$ cat config.mk
export PLATFORM = sky130hd
export DESIGN_NAME = mux_2_1_arb
export DESIGN_NICKNAME = d
export VERILOG_FILES = /design/src/rtl/mux_2_1_arb.sv
export SDC_FILE = /design/constraint.sdc
export NUM_CORES = 1
export LEC_CHECK = 0
export ABC_AREA = 1
export BUFFER_PORTS_ARGS = -buffer_cell sky130_fd_sc_hd__buf_2
export CORE_MARGIN = 2
export CORE_UTILIZATION = 32
export DETAILED_ROUTE_END_ITERATION = 10
export GPL_TIMING_DRIVEN = 0
export PLACE_DENSITY = 0.67
export SLEW_MARGIN = 20
export SYNTH_ARGS = -nofsm -noshare
export SYNTH_HDL_FRONTEND = slang
export SYNTH_SLANG_ARGS = --single-unit
$ cat constraint.sdc
create_clock -name sys_clk -period 1.43 [get_ports sys_clk]
set_input_delay 0.0715 -clock sys_clk [delete_from_list [all_inputs] [get_ports sys_clk]]
set_output_delay 0.0715 -clock sys_clk [all_outputs]
set_load 0.02 [all_outputs]
$ cat src/rtl/mux_2_1_arb.sv
// Round-robin arbiter driving a shared 2:1 packet mux with valid/ready flow.
// Optional idle watchdog enabled by defining MUX_ARB_TIMEOUT_EN.
module mux_2_1_arb #(
    parameter int DATA_W  = 8,
    parameter int TIMEOUT = 16
) (
    input  logic              sys_clk,
    input  logic              sys_rst,
    input  logic              in_0_valid,
    input  logic [DATA_W-1:0] in_0_data,
    input  logic              in_0_last,
    output logic              in_0_ready,
    input  logic              in_1_valid,
    input  logic [DATA_W-1:0] in_1_data,
    input  logic              in_1_last,
    output logic              in_1_ready,
    output logic              out_0_valid,
    output logic [DATA_W-1:0] out_0_data,
    output logic              out_0_last,
    input  logic              out_0_ready,
    output logic              sel_0,
    output logic              busy,
    output logic              timeout_err
);

    typedef enum logic [1:0] {
        IDLE    = 2'd0,
        GRANT_0 = 2'd1,
        GRANT_1 = 2'd2
    } state_t;

    state_t state, state_nxt;
    logic   prio, prio_nxt;
    logic   eop;
    logic   tmo;

    always_comb begin
        out_0_valid = 1'b0;
        out_0_data  = '0;
        out_0_last  = 1'b0;
        in_0_ready  = 1'b0;
        in_1_ready  = 1'b0;
        unique case (state)
            GRANT_0: begin
                out_0_valid = in_0_valid;
                out_0_data  = in_0_data;
                out_0_last  = in_0_last;
                in_0_ready  = out_0_ready;
            end
            GRANT_1: begin
                out_0_valid = in_1_valid;
                out_0_data  = in_1_data;
                out_0_last  = in_1_last;
                in_1_ready  = out_0_ready;
            end
            default: ;
        endcase
    end

    assign eop   = out_0_valid & out_0_ready & out_0_last;
    assign sel_0 = (state == GRANT_1);
    assign busy  = (state != IDLE);

`ifdef MUX_ARB_TIMEOUT_EN
    localparam int CW = $clog2(TIMEOUT + 1);

    logic [CW-1:0] cnt;

    assign tmo = busy && !out_0_valid && (cnt == CW'(TIMEOUT - 1));

    // Counts consecutive granted cycles in which the owner shows no beat.
    always_ff @(posedge sys_clk or posedge sys_rst) begin
        if (sys_rst) begin
            cnt         <= '0;
            timeout_err <= 1'b0;
        end else begin
            timeout_err <= tmo;
            if (!busy || out_0_valid || state_nxt != state)
                cnt <= '0;
            else
                cnt <= cnt + 1'b1;
        end
    end
`else
    localparam int unused_timeout = TIMEOUT;

    assign tmo         = 1'b0;
    assign timeout_err = 1'b0;
`endif

    always_comb begin
        state_nxt = state;
        prio_nxt  = prio;
        unique case (state)
            IDLE: begin
                if (in_0_valid && (!in_1_valid || !prio))
                    state_nxt = GRANT_0;
                else if (in_1_valid)
                    state_nxt = GRANT_1;
            end
            GRANT_0: begin
                if (tmo) begin
                    state_nxt = IDLE;
                    prio_nxt  = 1'b1;
                end else if (eop) begin
                    prio_nxt = 1'b1;
                    if (in_1_valid)
                        state_nxt = GRANT_1;
                    else if (in_0_valid)
                        state_nxt = GRANT_0;
                    else
                        state_nxt = IDLE;
                end
            end
            GRANT_1: begin
                if (tmo) begin
                    state_nxt = IDLE;
                    prio_nxt  = 1'b0;
                end else if (eop) begin
                    prio_nxt = 1'b0;
                    if (in_0_valid)
                        state_nxt = GRANT_0;
                    else if (in_1_valid)
                        state_nxt = GRANT_1;
                    else
                        state_nxt = IDLE;
                end
            end
            default: state_nxt = IDLE;
        endcase
    end

    always_ff @(posedge sys_clk or posedge sys_rst) begin
        if (sys_rst) begin
            state <= IDLE;
            prio  <= 1'b0;
        end else begin
            state <= state_nxt;
            prio  <= prio_nxt;
        end
    end

endmodule

==> impl_metrics.csv <==
group,metric,value,unit
place,place_congestion,0.6759,
timing,maxSlewViolCount,0,
drt,via_per_inst,4.451,
worst_setup_path,cpPeakStageDelay,0.43,ns
drt,antenna_left,0,
timing,tns,-0.05574,ns
drt,drt-initial-drc-count,7,
layout,num-fill-cells,111,
worst_setup_path,crit_type,"flop to output pin",
drt,totalWireLength,1513,µm
global_route,grt_antenna_before_repair,0,
worst_setup_path,cpMaxStageDelayCell,"dfrtp_2",
timing,clock-skew-final,0.001967,ns
clock_network,clk_path_buf_depth,2,
worst_setup_path,path_buf_inv,3,
power,power_density,1949,mW/mm²
synth,yosysSeqAreaShare,17.00,%
drt,route.detailed.wl_per_inst,10.51,µm
drt,dr.pass1.iters,4,
die,coreArea,0.001301,mm²
timing,hold_ws,0.2482,ns
synth,synth.distinct_cells,15,
die,die-area,0.001693,mm²
synth,synth_cells,80,
worst_setup_path,critical_path_arrival,1.37,ns
layout,drive_above_1_share,56.59,%
global_route,grt_pass1_wl,2076,µm
timing,fin_crit,1.446,ns
clock_network,cts-root-buf,"clkbuf_4",
drt,vias,641,
place,placed_area,660.6,µm²
drt,route.detailed.drc,0,
worst_setup_path,cp-end-kind,"output pin",
worst_setup_path,crit_family,"buffers and inverters",
hold_path,hold_class,"input port to asynchronous set/reset pin",
clock_network,htree_num_levels,1,
synth,syn_area_per_cell,5.521,µm²
place,dp_hpwl,992.8,µm
layout,final-seq-area,76.32,µm²
worst_setup_path,critical_path_required,1.36,ns
job,maxCapViolCount,0,
synth,ys_ff_latch,3,
clock_network,cts_buffers,3,
clock_network,cts_tree,"yes",
timing,rsz0062_at_grt,"yes",
die,die_x,41.15,µm
outcome,outcome,"finished with violations",
power,peakVddDrop,1420,µV
clock_network,insertion_delay,0.23,ns
timing,setup_viol,7,
layout,finalNonFillerCells,144,
clock_network,clk_pin_slew_worst_paths,0.04,ns
power,power,1.710,mW
layout,antenna_cells,0,
global_route,overflow,0,
worst_setup_path,critPathMostFrequentCell,"buf_4",
worst_setup_path,worstPathCellList,"buf_4 > ha_4 > buf_6 > nand2_1 > a21oi_2 > buf_4",
clock_network,clkSinkCount,3,
timing,hold_viol,0,
layout,multi_input_area,390.4,µm²
timing,max_freq,0.6914,GHz
outcome,violations,"negative setup slack",
place,dp_cells,131,
global_route,grt_pass1_vias,558,
layout,syn_to_final_growth,98.58,%
power,leakage,0.4715,nW
worst_setup_path,cp-start-kind,"flop",
place,io_buffers,36,
synth,yosysWarningCount,0,
die,num_rows,13,
synth,synth_area,441.7,µm²
die,die_y,41.15,µm
timing,period_share,101.1,%
die,design.portCount,38,
global_route,grt_max_degree,11,
die,start_util,33.94,%
synth,synth_nets,107,
global_route,grt_usage,18.30,%
worst_setup_path,cp_max_fo,5,
timing,setup_slack,-0.01626,ns
layout,final_area,877.1,µm²
layout,final_nets,157,
[placed cells by master (no fill, tap or decap), drive strengths merged]
master	synthesis	layout
dfrtp	3	3
a21oi	13	13
ha	4	4
clkbuf	0	4
nand3	2	2
nor2	3	3
inv	10	10
or2	2	2
conb	1	1
o21ai	1	1
nand2	38	38
dlygate4sd3	0	1
buf	3	47
[metrics by stage]
| stage | util [%] | setup slack (ns) |
|---|---|---|
| after floorplan | - | -0.01415 |
| after global placement | 50.77 | -0.02092 |
| after detailed placement | 50.77 | -0.05236 |
| after CTS | 60.96 | -0.001481 |
| after global routing | 67.40 | -0.08425 |
| final | 67.40 | -0.01626 |
[cell usage after synthesis]
cell	instances	area share [%]
nand2_1	36	31
inv_1	9	7.6
nand2_2	2	2.8
ha_1	4	11
or2_2	2	2.8
a21oi_1	12	14
o21ai_0	1	1.1
nand3_1	2	2.3
buf_4	2	3.4
buf_2	1	1.1
inv_2	1	0.85
dfrtp_1	3	17
nor2_1	3	2.5
a21oi_2	1	2.0
conb_1	1	0.85
[layout make-up]
class / instances / share of cell area, %
buffer: 3 / 3.424
clock buffer: 4 / 2.996
inverter: 10 / 4.850
multi-input combinational: 64 / 44.51
sequential: 3 / 8.702
tap: 15 / 2.140
timing repair buffer: 45 / 33.38
[state kept, by name, summed over array words and instances (netlist names)]
signal and cells:
state 2, prio 1
[timing repair]
item                                    CTS  global route
pin swaps                                 1             4
gates cloned                              0             2
buffers inserted                          6             0
resized for setup                        19            20
endpoints found under the setup margin   14            14
hold buffers                              1             0
endpoints found under the hold margin     3             0
[worst paths after layout]
check	start	endpoint	slack (ns)	cells after the start
setup / recovery	state[0]$_DFFE_PP0P_	out_0_data[7]	-0.02	6
hold / removal	sys_rst	prio$_DFFE_PP0P_	0.25	3
setup reg to reg	state[0]$_DFFE_PP0P_	state[0]$_DFFE_PP0P_	0.01	7
hold reg to reg	prio$_DFFE_PP0P_	prio$_DFFE_PP0P_	0.51	2
max in group asynchronous	sys_rst	state[0]$_DFFE_PP0P_	1.04	3
min in group sys_clk	in_1_valid	state[1]$_DFFE_PP0P_	0.26	5
[cell families (layout without fill, tap and decap cells)]
group | after synthesis | count (layout) | share of synthesized area (%)
compound gates | 14 | 14 | 16.71
fa+ha+maj | 4 | 4 | 11.33
buf+inv | 13 | 62 | 13.03
flops | 3 | 3 | 17.00
other cells | 1 | 1 | 0.8490
simple gates | 45 | 45 | 41.08
[worst reg2reg max path, cell delays in order, from the launching register on]
cell	delay (ns)
dfrtp_2	0.43
buf_4	0.15
ha_4	0.17
or2_2	0.30
nand2_2	0.08
nand2_1	0.06
nand2_1	0.06
nand2_1	0.05
[power by group]
group,internal [mW],switching [mW]
sequential,0.124,0.0347
clock,0.104,0.0391
combinational,0.627,0.780
total,0.855,0.854
[routing by layer]
layer  GRT usage [%]  part of all wire (%)
met1           21.10                    43
met2           33.20                    54
met3           3.261                   2.9
met4           6.452                     0
met5               0                     0
Note: power is estimated with default switching activity, not from simulation.
